$ cat src/rtl/elevator_io_pkg.sv
// Shared front-panel I/O definitions: matrix geometry, key-code width, scan FSM states.
package elevator_io_pkg;

    localparam int unsigned N_COL    = 4;
    localparam int unsigned N_ROW    = 4;
    localparam int unsigned KEY_W    = 4;
    localparam int unsigned CALL_W   = N_COL * N_ROW;
    localparam int unsigned DB_CNT_W = 4;

    typedef enum logic [1:0] {
        ST_IDLE     = 2'd0,
        ST_DEBOUNCE = 2'd1,
        ST_PRESSED  = 2'd2,
        ST_RELEASE  = 2'd3
    } scan_state_t;

endpackage

$ cat src/rtl/sync2.sv
// Generic two-flop synchronizer for asynchronous level inputs.
module sync2 #(
    parameter int unsigned W = 1
) (
    input  logic         clk,
    input  logic         resetn,
    input  logic [W-1:0] d,
    output logic [W-1:0] q
);

    logic [W-1:0] meta;

    // Two-stage capture; second stage is the only one safe to use downstream.
    always_ff @(posedge clk) begin
        if (!resetn) begin
            meta <= '0;
            q    <= '0;
        end else begin
            meta <= d;
            q    <= meta;
        end
    end

endmodule

$ cat src/rtl/call_keypad_scanner.sv
// 4x4 call-button matrix scanner: column drive, debounce, key code and pending-call bitmap.
module call_keypad_scanner #(
    parameter int unsigned CLK_DIV  = 6000,
    parameter int unsigned N_COL    = elevator_io_pkg::N_COL,
    parameter int unsigned N_ROW    = elevator_io_pkg::N_ROW,
    parameter int unsigned DEBOUNCE = 3
) (
    input  logic                           clk,
    input  logic                           resetn,
    output logic [N_COL-1:0]               key_col,
    input  logic [N_ROW-1:0]               key_row,
    output logic [elevator_io_pkg::KEY_W-1:0] key_code,
    output logic                           key_valid,
    output logic                           key_held,
    output logic [N_COL*N_ROW-1:0]         call_req,
    input  logic [N_COL*N_ROW-1:0]         call_clr
);

    import elevator_io_pkg::*;

    localparam int unsigned PRESC_W = (CLK_DIV > 1) ? $clog2(CLK_DIV) : 1;
    localparam int unsigned COL_W   = (N_COL > 1) ? $clog2(N_COL) : 1;
    localparam int unsigned KEYS    = N_COL * N_ROW;
    localparam logic [DB_CNT_W-1:0] DB_N = DB_CNT_W'(DEBOUNCE);

    logic [PRESC_W-1:0]  presc_q;
    logic                scan_tick;
    logic [N_ROW-1:0]    row_sync;
    logic [COL_W-1:0]    col_idx_q;
    logic                last_col;
    logic                frame_end;
    logic [KEYS-1:0]     snap_q;
    logic [KEYS-1:0]     frame_c;
    logic [1:0]          n_down;
    logic [KEY_W-1:0]    frame_code;
    logic                single;
    logic                match;
    scan_state_t         state_q;
    scan_state_t         state_d;
    logic [KEY_W-1:0]    cand_q;
    logic [KEY_W-1:0]    cand_d;
    logic [DB_CNT_W-1:0] cnt_q;
    logic [DB_CNT_W-1:0] cnt_d;
    logic [DB_CNT_W-1:0] cnt_inc;
    logic                accept_c;
    logic                held_c;

    assign scan_tick = (presc_q == PRESC_W'(CLK_DIV - 1));
    assign last_col  = (col_idx_q == COL_W'(N_COL - 1));
    assign frame_end = scan_tick && last_col;
    assign match     = single && (frame_code == cand_q);
    assign cnt_inc   = cnt_q + DB_CNT_W'(1);

    // Column-step prescaler.
    always_ff @(posedge clk) begin
        if (!resetn) begin
            presc_q <= '0;
        end else if (scan_tick) begin
            presc_q <= '0;
        end else begin
            presc_q <= presc_q + PRESC_W'(1);
        end
    end

    sync2 #(.W(N_ROW)) u_row_sync (
        .clk    (clk),
        .resetn (resetn),
        .d      (key_row),
        .q      (row_sync)
    );

    // Advance the driven column on each scan tick, wrapping after the last one.
    always_ff @(posedge clk) begin
        if (!resetn) begin
            col_idx_q <= '0;
            key_col   <= N_COL'(1);
        end else if (scan_tick) begin
            if (last_col) begin
                col_idx_q <= '0;
                key_col   <= N_COL'(1);
            end else begin
                col_idx_q <= col_idx_q + COL_W'(1);
                key_col   <= key_col << 1;
            end
        end
    end

    // Store the rows seen for the driven column into the frame snapshot.
    always_ff @(posedge clk) begin
        if (!resetn) begin
            snap_q <= '0;
        end else begin
            for (int c = 0; c < N_COL; c++) begin
                if (scan_tick && (col_idx_q == COL_W'(c))) begin
                    snap_q[c*N_ROW +: N_ROW] <= row_sync;
                end
            end
        end
    end

    // Classify the completed frame; the last column comes straight from the synchronizer.
    always_comb begin
        frame_c = snap_q;
        frame_c[(N_COL-1)*N_ROW +: N_ROW] = row_sync;
        n_down     = 2'd0;
        frame_code = '0;
        for (int i = 0; i < KEYS; i++) begin
            if (frame_c[i]) begin
                if (n_down != 2'd2) begin
                    n_down = n_down + 2'd1;
                end
                frame_code = KEY_W'(i);
            end
        end
        single = (n_down == 2'd1);
    end

    // Scan FSM state register.
    always_ff @(posedge clk) begin
        if (!resetn) begin
            state_q <= ST_IDLE;
            cand_q  <= '0;
            cnt_q   <= '0;
        end else begin
            state_q <= state_d;
            cand_q  <= cand_d;
            cnt_q   <= cnt_d;
        end
    end

    // Scan FSM next state, evaluated only when a frame completes.
    always_comb begin
        state_d = state_q;
        cand_d  = cand_q;
        cnt_d   = cnt_q;
        if (frame_end) begin
            case (state_q)
                ST_IDLE: begin
                    if (single) begin
                        cand_d = frame_code;
                        if (DB_N == DB_CNT_W'(1)) begin
                            state_d = ST_PRESSED;
                            cnt_d   = '0;
                        end else begin
                            state_d = ST_DEBOUNCE;
                            cnt_d   = DB_CNT_W'(1);
                        end
                    end
                end
                ST_DEBOUNCE: begin
                    if (match) begin
                        if (cnt_inc == DB_N) begin
                            state_d = ST_PRESSED;
                            cnt_d   = '0;
                        end else begin
                            cnt_d = cnt_inc;
                        end
                    end else begin
                        state_d = ST_IDLE;
                        cnt_d   = '0;
                    end
                end
                ST_PRESSED: begin
                    if (!match) begin
                        if (DB_N == DB_CNT_W'(1)) begin
                            state_d = ST_IDLE;
                            cnt_d   = '0;
                        end else begin
                            state_d = ST_RELEASE;
                            cnt_d   = DB_CNT_W'(1);
                        end
                    end
                end
                ST_RELEASE: begin
                    if (match) begin
                        state_d = ST_PRESSED;
                        cnt_d   = '0;
                    end else if (cnt_inc == DB_N) begin
                        state_d = ST_IDLE;
                        cnt_d   = '0;
                    end else begin
                        cnt_d = cnt_inc;
                    end
                end
                default: begin
                    state_d = ST_IDLE;
                    cnt_d   = '0;
                end
            endcase
        end
    end

    // Scan FSM outputs: accept only on entry to PRESSED from the press side.
    always_comb begin
        accept_c = ((state_q == ST_IDLE) || (state_q == ST_DEBOUNCE)) && (state_d == ST_PRESSED);
        held_c   = (state_d == ST_PRESSED) || (state_d == ST_RELEASE);
    end

    // Registered key outputs and pending-call bitmap; a same-cycle accept beats a clear.
    always_ff @(posedge clk) begin
        if (!resetn) begin
            key_code  <= '0;
            key_valid <= 1'b0;
            key_held  <= 1'b0;
            call_req  <= '0;
        end else begin
            key_valid <= accept_c;
            key_held  <= held_c;
            if (accept_c) begin
                key_code <= cand_d;
            end
            for (int i = 0; i < KEYS; i++) begin
                if (accept_c && (cand_d == KEY_W'(i))) begin
                    call_req[i] <= 1'b1;
                end else if (call_clr[i]) begin
                    call_req[i] <= 1'b0;
                end
            end
        end
    end

endmodule

$ cat config.mk
export PLATFORM = sky130hd
export DESIGN_NAME = call_keypad_scanner
export DESIGN_NICKNAME = d
export VERILOG_FILES = /design/src/rtl/elevator_io_pkg.sv /design/src/rtl/sync2.sv /design/src/rtl/call_keypad_scanner.sv
export SDC_FILE = /design/constraint.sdc
export NUM_CORES = 1
export LEC_CHECK = 0
export CAP_MARGIN = 25
export CELL_PAD_IN_SITES_DETAIL_PLACEMENT = 0
export CELL_PAD_IN_SITES_GLOBAL_PLACEMENT = 1
export CORE_MARGIN = 1.5
export CORE_UTILIZATION = 40
export DETAILED_ROUTE_END_ITERATION = 16
export PLACE_DENSITY = 0.73
export SYNTH_ARGS = -nofsm -noshare
export SYNTH_HDL_FRONTEND = slang
export SYNTH_HIERARCHICAL = 1
export SYNTH_SLANG_ARGS = --single-unit
$ cat constraint.sdc
create_clock -name clk -period 7.7 [get_ports clk]
set_clock_uncertainty 0.15 [all_clocks]
set_input_delay 1.54 -clock clk [delete_from_list [all_inputs] [get_ports clk]]
set_output_delay 1.54 -clock clk [all_outputs]
set_load 0.02 [all_outputs]
==> impl_metrics.toml <==
[run_status]
status = "finished clean"

[timing]
worst_slew_pin_slew_ns = 0.8668
finalCritPeriodShare = 0.9220
hold_violations = 0
min_period_ns = 7.100
relSlewSlack = 0.4168
timing.hold.ws_ns = 0.2809
setup_viol_count_final = 0
rsz0062_at_grt = "no"
fmax_mhz = 140.9
fin_setup_tns_ns = 0
slew_viol_final = 0

[synth]
yosys_warnings = 6
synth_edf_count = 0
syn_area_per_cell_um2 = 7.728
synth.area.top_cells = "dfxtp_1, nand2_1, nor2_1"
synthArstFlopShare = 0
yosysTopAreaCell = "dfxtp_1"
syn-num-nets = 742
synth_cell_types = 98
yosys-top-cells-count = "dfxtp_1, nand2_1, nor2_1"
ys.flop_type = "dfxtp_1"
synthCells = 708
ys_seq_area_frac = 0.2598
yosysTopAreaCellShare = 0.2598
synth.most_common_cell = "dfxtp_1"
synth-seq-cells = 71
synth_area_mm2 = 0.005471

[detailed_routing]
wl_per_cell_um = 15.88
drc = 0
drt_iter0_drc = 465
firstDrtPassIters = 5
totalWireLength_um = 14440
via_count = 5314
drtAntennaViolNets = 0
vias_per_cell = 5.846

[die]
io_pins = 48
core_area_mm2 = 0.01330
die_w_um = 120.0
initial_core_util = 0.4115
die-area_mm2 = 0.01439
rows = 42
die_h_um = 120.0

[run]
cap_viol_max_count = 0

[final_layout]
area_growth_pct = 15.53
diodes = 0
finalInstanceArea_mm2 = 0.006321
drive_above_1_share = 0.08731
nNetsFinal = 762
fill_cells = 1336

[cts]
clkSlewWorstSetupHoldPaths_ns = 0.06
cts_buffer_depth = 2
cts_inserted_buffers = 9
cts_resized = 0
post_cts_buffers = 0
ctsHoldBuffers = 0
cts_tree = "done"
insertion_delay_ns = 0.33
clock-sinks = 71
cts_max_level = 3
cts_root_buffer = "clkbuf_16"

[global_routing]
grt_start_max_net_pins = 59
grt_pass1_wl_um = 24490
grtUsageTotal = 0.2057
antenna_found_initial = 0
grt-ovfl-total = 0
grt_pass1_vias = 4957

[pwr]
ir_drop_mv = 0.1601
powerDensity_mw_per_mm2 = 134.8
p_leak_nw = 2.139

[setup_path]
crit_type = "flop to flop"
cp-start-kind = "flop"
crit_arrival_ns = 7.16
reg2regPathDepth = 24
cp-end-kind = "flop"
crit_required_ns = 7.76
crit_fanout = 13

[min_path]
hold_class = "flop to flop"
whs_path_depth = 1

[placement]
finalWeightedCongestion = 0.9117
placed_area_mm2 = 0.006002
io_buffers = 47
dpl.hpwl_um = 10720
[final timing paths]
| kind | slack (ns) | to | startpoint |
|---|---|---|---|
| setup / recovery | 0.60 | call_req[0]$_SDFFE_PN0P_ | snap_q[0]$_SDFFE_PN0P_ |
| hold / removal | 0.28 | u_row_sync/q[2]$_SDFF_PN0_ | u_row_sync/meta[2]$_SDFF_PN0_ |
| setup reg to reg | 0.60 | call_req[0]$_SDFFE_PN0P_ | snap_q[0]$_SDFFE_PN0P_ |
| hold reg to reg | 0.28 | u_row_sync/q[2]$_SDFF_PN0_ | u_row_sync/meta[2]$_SDFF_PN0_ |
[critical path: stages (launching register included)]
cell and delay (ns):
dfxtp_1 0.37, inv_1 0.08, ha_1 0.38, or4b_4 0.58
o211ai_2 0.18, a311oi_1 0.12, o22ai_1 0.25, o31ai_4 0.16
xnor2_2 0.55, xnor2_1 0.25, o211ai_1 0.28, nor3_1 0.45
a2111oi_2 0.15, nor4_4 0.51, nor3b_1 0.30, o32ai_1 0.12
a41o_1 0.31, nand2b_1 0.17, ha_1 0.30, or2_2 0.31
nor4_1 0.25, buf_4 0.21, nor4_1 0.06, o21ai_1 0.34
o21ai_1 0.12
[power by group]
group	internal, W	switching (W)
combinational	0.0000214	0.0000215
clock	0.000277	0.000157
sequential	0.000371	0.00000474
total	0.000669	0.000183
[final cells by class]
| cell class | count | area, µm² | area share |
|---|---|---|---|
| multi-input cells | 569 | 3767 | 0.5960 |
| well taps | 176 | 220.2 | 0.03484 |
| flip-flops and latches | 71 | 1421 | 0.2249 |
| clock buffers | 12 | 266.5 | 0.04216 |
| inverters | 26 | 97.59 | 0.01544 |
| repair buffers | 51 | 495.5 | 0.07838 |
| clock inverters | 4 | 52.55 | 0.008314 |
[through the flow]
step | setup slack (ns) | power (W) | std cells | util
final | 0.6004 | 0.0008520 | 909 | 0.4754
after detailed placement | 0.7026 | 0.0004265 | 893 | 0.4514
after floorplan | 1.114 | 0.0004089 | 708 | -
after global routing | 0.1448 | 0.0008839 | 909 | 0.4754
after CTS | 0.6780 | 0.0008600 | 909 | 0.4754
after global placement | 0.7401 | 0.0004261 | 893 | 0.4514
[state kept, by name, summed over array words and instances, names as in the netlist]
register / count
state_q: 2
key_col: 4
key_held: 1
key_code: 4
cnt_q: 4
cand_q: 4
snap_q: 12
u_row_sync/meta: 4
call_req: 16
key_valid: 1
u_row_sync/q: 4
col_idx_q: 2
presc_q: 13
[layer usage]
layer / track usage / part of all wire
met5: 0 / 0
met4: 0.07068 / 0.024
met3: 0.03089 / 0.036
met2: 0.3357 / 0.47
met1: 0.2762 / 0.47
[kinds of logic (layout without fill, tap and decap cells)]
kind of cell,after synthesis,in the layout,share of synthesized area
AO/OA/AOI/OAI,222,222,0.2989
multiplexers,8,8,0.01509
XOR/XNOR,27,27,0.05145
flip-flops,71,71,0.2598
adder cells (fa/ha/maj),12,12,0.02744
buffers and inverters,68,93,0.05488
AND/OR/NAND/NOR,300,300,0.2925
[placed cells by master (no fill, tap or decap), types with 22 or more instances in the layout]
cell type,n
a21oi_1,25
and2_1,23
clkdlybuf4s50_1,46
dfxtp_1,71
inv_1,25
nand2_1,69
nand3_1,40
nand3b_1,23
nor2_1,59
nor3_1,22
o21ai_0,30
o21ai_1,27
(Power assumes the default switching activity.)
==> edit 1, RTL diff (config.mk and constraints unchanged) <==
The parameter `CLK_DIV` goes from 6000 to 3000.
--- a/src/rtl/call_keypad_scanner.sv
+++ b/src/rtl/call_keypad_scanner.sv
@@ -1,6 +1,6 @@
 // 4x4 call-button matrix scanner: column drive, debounce, key code and pending-call bitmap.
 module call_keypad_scanner #(
-    parameter int unsigned CLK_DIV  = 6000,
+    parameter int unsigned CLK_DIV  = 3000,
     parameter int unsigned N_COL    = elevator_io_pkg::N_COL,
     parameter int unsigned N_ROW    = elevator_io_pkg::N_ROW,
     parameter int unsigned DEBOUNCE = 3
Formal check against the unedited RTL: no difference found for any inputs over 10 cycles, from zero or initial values and one cycle with resetn low; that may be too few to reach the edited logic, so the function may still have changed.
==> edit 1 against the original RTL <==
Design area down 3.2%. Power down 4.4%. Setup slack worse by 0.21 ns. Area after synthesis down 4.7%. Clock power down 8.8%. Hold slack worse by 0.0011 ns. First-iteration DRC count down 37%. Count of clock-buffer cells in the layout up 2. Wire length down 6.5%. Core utilization up 0.75 points. Sequential cell count down 1. Maximum frequency down 2.9%.
==> edit 1: results (changes against the original RTL) <==
| Metric | Value |
|---|---|
| Status | `finished clean` |
| Final wirelength | `13.5 mm (-6.5%)` |
| Largest cells by area after synthesis | `dfxtp_1, nand2_1, nor2_1` |
| Critical path's slowest cell | `or4b_1` |
| RD Place Congestion | `0.859 (-5.8%)` |
| Sequential share of the synthesized area | `26.9% (+0.89 points)` |
| Reg2reg setup slack | `0.39 ns (-0.21 ns)` |
| Synth cell count leaders | `nand2_1, dfxtp_1, nor2_1` |
| WHS Endpoint | `u_row_sync/q[1]$_SDFF_PN0_` |
| Iteration-0 DRC Markers | `295 (-37%)` |
| First-pass GRT wire length | `22.6 mm (-7.9%)` |
| Vias per cell | `5.74 (-1.7%)` |
| Global Route Usage Sum | `20.3% (-0.29 points)` |
| Pin count of the biggest net entering global routing | `46 (-22%)` |
| Total Nets Final | `736 (-3.4%)` |
| DP HPWL | `10.0 mm (-6.7%)` |
| Inst Count DP | `860 (-3.7%)` |
| Critical hold path startpoint | `u_row_sync/meta[1]$_SDFF_PN0_` |
| R2r endpoint | `cnt_q[2]$_SDFFE_PN0P_` |
| Post-Syn Instances | `675 (-4.7%)` |
| Slowest Stage Delay on Critical Path | `0.65 ns (+0.07 ns)` |
| Worst vdd ir | `0.111 mV (-31%)` |
| Number of global-route vias before repair | `4685 (-5.5%)` |
| Synth Warn # | `6 (unchanged)` |
| WP data arrival | `7.38 ns (+0.22 ns)` |
| Leak Pwr | `2.15 nW (+0.68%)` |
| Setup WS pre-CTS | `0.396 ns (-0.307 ns)` |
| Routed vias | `5043 (-5.1%)` |
| Filler cell count | `1287 (-3.7%)` |
| DRT Pass-1 Iters | `6 (+1)` |
| Post-synth cell types | `96 (-2.0%)` |
| Largest registers | `call_req x16, presc_q x12, snap_q x12` |
## edit 1: cell types whose count changed in the layout (fill, tap and decap cells not counted), sizes merged, moves of 6 or more
| cell | before | now |
|---|---|---|
| inv | 25 | 15 |
| a21oi | 28 | 43 |
| nand2b | 1 | 7 |
| a21boi | 17 | 2 |
| o21ai | 58 | 38 |
## edit 1: worst max path at each step
stage | to | slack, ns | cells after the start
after floorplan | cnt_q[2]$_SDFFE_PN0P_ | 1.01 | 28
after global placement | cnt_q[2]$_SDFFE_PN0P_ | 0.45 | 26
after detailed placement | cnt_q[2]$_SDFFE_PN0P_ | 0.40 | 26
after CTS | cnt_q[2]$_SDFFE_PN0P_ | 0.38 | 26
after global routing | cnt_q[0]$_SDFFE_PN0P_ | -0.05 | 26
final | cnt_q[2]$_SDFFE_PN0P_ | 0.39 | 26
## edit 1: cell families (layout without fill, tap and decap cells)
| family | after synthesis | in the layout | share of synthesized area, % |
|---|---|---|---|
| buffers and inverters | 56 | 87 | 4.25 |
| flip-flops | 70 | 70 | 26.9 |
| adder cells (fa/ha/maj) | 12 | 12 | 2.88 |
| AO/OA/AOI/OAI | 207 | 207 | 29.8 |
| XOR/XNOR | 22 | 22 | 3.98 |
| AND/OR/NAND/NOR | 294 | 294 | 29.1 |
| multiplexers | 14 | 14 | 3.19 |
## edit 1: metrics by stage
| stage | cell area (µm²) | TNS (ns) | hold slack [ns] |
|---|---|---|---|
| floorplan | 5220 | 0 | 0.256 |
| global placement | 5780 | 0 | 0.264 |
| detailed placement | 5780 | 0 | 0.269 |
| CTS | 6070 | 0 | 0.281 |
| global route | 6120 | -0.251 | 0.293 |
| finish | 6120 | 0 | 0.280 |
## edit 1: final cells by class
class / count / area share (%)
tap: 172 / 3.52
inverter: 18 / 1.10
clock buffer: 14 / 4.15
sequential: 70 / 22.9
multi-input combinational: 549 / 59.3
clock inverter: 1 / 0.491
timing repair buffer: 54 / 8.55
## edit 1: routing by layer
| metal | up-vias | GRT usage (%) | part of all wire (%) |
|---|---|---|---|
| met5 | - | 0 | 0 |
| met4 | 0 | 6.67 | 1.8 |
| met3 | 18 | 2.78 | 2.7 |
| met2 | 96 | 34.6 | 50 |
| met1 | 2363 | 26.4 | 46 |
| li1 | 2566 | - | - |
## edit 1: repair_timing
| action | 4_1_cts | 5_1_grt |
|---|---|---|
| hold endpoints to repair | 0 | 0 |
| buffers inserted | 0 | 3 |
| endpoints found under the setup margin | 0 | 24 |
| gates resized for setup | 0 | 6 |
## edit 1: power by group through the flow
stage                     registers [mW]  logic (mW)  clock network (mW)
final                              0.371      0.0468               0.396
after detailed placement           0.379      0.0466                   0
after global placement             0.379      0.0462                   0
after global routing               0.371      0.0512               0.423
after floorplan                    0.375      0.0316                   0
after CTS                          0.371      0.0468               0.410
==> edit 2, RTL diff (config.mk and constraints unchanged) <==
Made on the original files. The output `key_valid` loses its register stage (`key_valid` becomes a continuous assignment).
--- a/src/rtl/call_keypad_scanner.sv
+++ b/src/rtl/call_keypad_scanner.sv
@@ -200,11 +200,9 @@
     always_ff @(posedge clk) begin
         if (!resetn) begin
             key_code  <= '0;
-            key_valid <= 1'b0;
             key_held  <= 1'b0;
             call_req  <= '0;
         end else begin
-            key_valid <= accept_c;
             key_held  <= held_c;
             if (accept_c) begin
                 key_code <= cand_d;
@@ -219,5 +217,7 @@
         end
     end
 
+    assign key_valid = accept_c;
+
 endmodule
 
Formal check against the unedited RTL: same outputs for any inputs over 10 cycles, from zero or initial values and one cycle with resetn low; that may be too few to reach the edited logic, so the function may still have changed.
==> edit 2 against the original RTL <==
Final cell count is 3.5% higher. Core utilization is 8.9 points higher. Design area is 12% higher. Sequential share of layout area is 2.7 points lower. Area after synthesis is 6.4% lower. Sequential cell count is 1 lower. Wire length is 1.9% higher. First-iteration DRC count is 22% lower. Setup slack worse by 0.53 ns. Global-route usage is 0.81 points higher. Synthesized cell count is 8.1% lower. Clock power is 6.9% lower. Non-clock buffer count is 84 higher. Power is 2.3% lower. Highest routed layer unchanged.
==> edit 2: results (changes against the original RTL) <==
| Metric | Value |
|---|---|
| Status | `finished clean` |
| Routed length per instance | `15.6 µm (-1.6%)` |
| Sequential share of the synthesized area | `27.4% (+1.4 points)` |
| Routed vias | `5367 (+1.0%)` |
| Critical hold path startpoint | `presc_q[0]$_SDFF_PP0_` |
| Combined area of the multi-input logic cells | `3900 µm² (+3.6%)` |
| Sequential cell area share | `19.8% (-2.7 points)` |
| Pin count of the biggest net entering global routing | `38 (-36%)` |
| Largest cells by area after synthesis | `dfxtp_1, a21oi_1, nand2_1` |
| Global Route Usage Sum | `21.4% (+0.81 points)` |
| Buffers, non-clock | `135 (+160%)` |
| DP HPWL | `10.4 mm (-2.6%)` |
| Met2 usage | `34.8% (+1.3 points)` |
| Mapped Avg Cell Area | `7.86 µm² (+1.8%)` |
| Reg power frac | `44.5% (+0.4 points)` |
| WP data arrival | `5.94 ns (-1.22 ns)` |
| Leak Pwr | `2.46 nW (+15%)` |
| Filler cell count | `1184 (-11%)` |
| Worst-Margin Slew | `0.978 ns (+0.111 ns)` |
| Setup WS pre-CTS | `-0.192 ns (-0.894 ns)` |
| Met1 Resource Use GR | `29.9% (+2.3 points)` |
| Placed cell area | `6160 µm² (+2.7%)` |
| Worst vdd ir | `0.129 mV (-20%)` |
| Iteration-0 DRC Markers | `361 (-22%)` |
| Non-clk buf share | `16.5% (+8.7 points)` |
| Final hold slack | `0.295 ns (+0.0144 ns)` |
| Layout cell share with drive strength beyond 1 | `27.2% (+18 points)` |
| Post-route design area | `7090 µm² (+12%)` |
| Total Nets Final | `798 (+4.7%)` |
| Layout Cells excl Fill | `941 (+3.5%)` |
| Met2 WL post-DR | `7.07 mm (+4.6%)` |
| First-pass GRT wire length | `23.6 mm (-3.5%)` |
| Logic inverters | `29 (+12%)` |
| Register bit total from synthesis | `70 (-1.4%)` |
| GRT met3 Usage | `3.27% (+0.18 points)` |
| Synth cell count leaders | `dfxtp_1, nand2_1, a21oi_1` |
| Worst-path maximum fanout | `7 (-6)` |
| Pint | `0.645 mW (-3.6%)` |
| Reg2reg setup slack | `1.10 ns (+0.50 ns)` |
-- edit 2: cell count changes after synthesis, moves of 6 or more --
| cell | unedited run | this run |
|---|---|---|
| a21oi_1 | 25 | 53 |
| nor2_1 | 59 | 37 |
| o21ai_0 | 30 | 11 |
| a21boi_0 | 17 | 0 |
| nand2b_1 | 1 | 11 |
| and2_1 | 23 | 17 |
| o31ai_2 | 0 | 6 |
| or2_2 | 3 | 9 |
-- edit 2: kinds of logic after synthesis --
kind of cell	Yosys count	share of synthesized area [%]
AO/OA/AOI/OAI	200	29.4
buffers and inverters	62	4.94
multiplexers	6	1.66
adder cells (fa/ha/maj)	12	2.93
AND/OR/NAND/NOR	275	28.9
XOR/XNOR	26	4.74
flip-flops	70	27.4
-- edit 2: critical path: stages, from the launching register on --
cell and delay [ns]:
dfxtp_1 0.32, buf_4 0.14, ha_1 0.21, or4b_4 0.57
o211a_4 0.20, o22ai_4 0.29, nand3_2 0.19, nor3b_4 0.21
or3_4 0.45, o21ai_4 0.25, a21oi_4 0.09, o311a_4 0.40
a221o_2 0.40, nor3_4 0.15, a211oi_1 0.07, a21o_1 0.20
buf_4 0.14, o21ai_4 0.13, xor2_2 0.21, ha_4 0.24
nor3b_4 0.21, a41o_1 0.16, and4_4 0.25, buf_6 0.12
-- edit 2: timing repair --
action	in CTS	in global routing
resized for setup	11	77
pin swaps	3	34
endpoints found under the hold margin	0	0
endpoints found under the setup margin	1	1
setup buffers	1	20
-- edit 2: worst max path at each step --
| stage | to | slack [ns] |
|---|---|---|
| after floorplan | key_valid | 0.13 |
| after global placement | key_valid | -0.19 |
| after detailed placement | key_valid | -0.19 |
| after CTS | key_valid | 0.001 |
| after global routing | key_valid | -0.11 |
| final | key_valid | 0.07 |
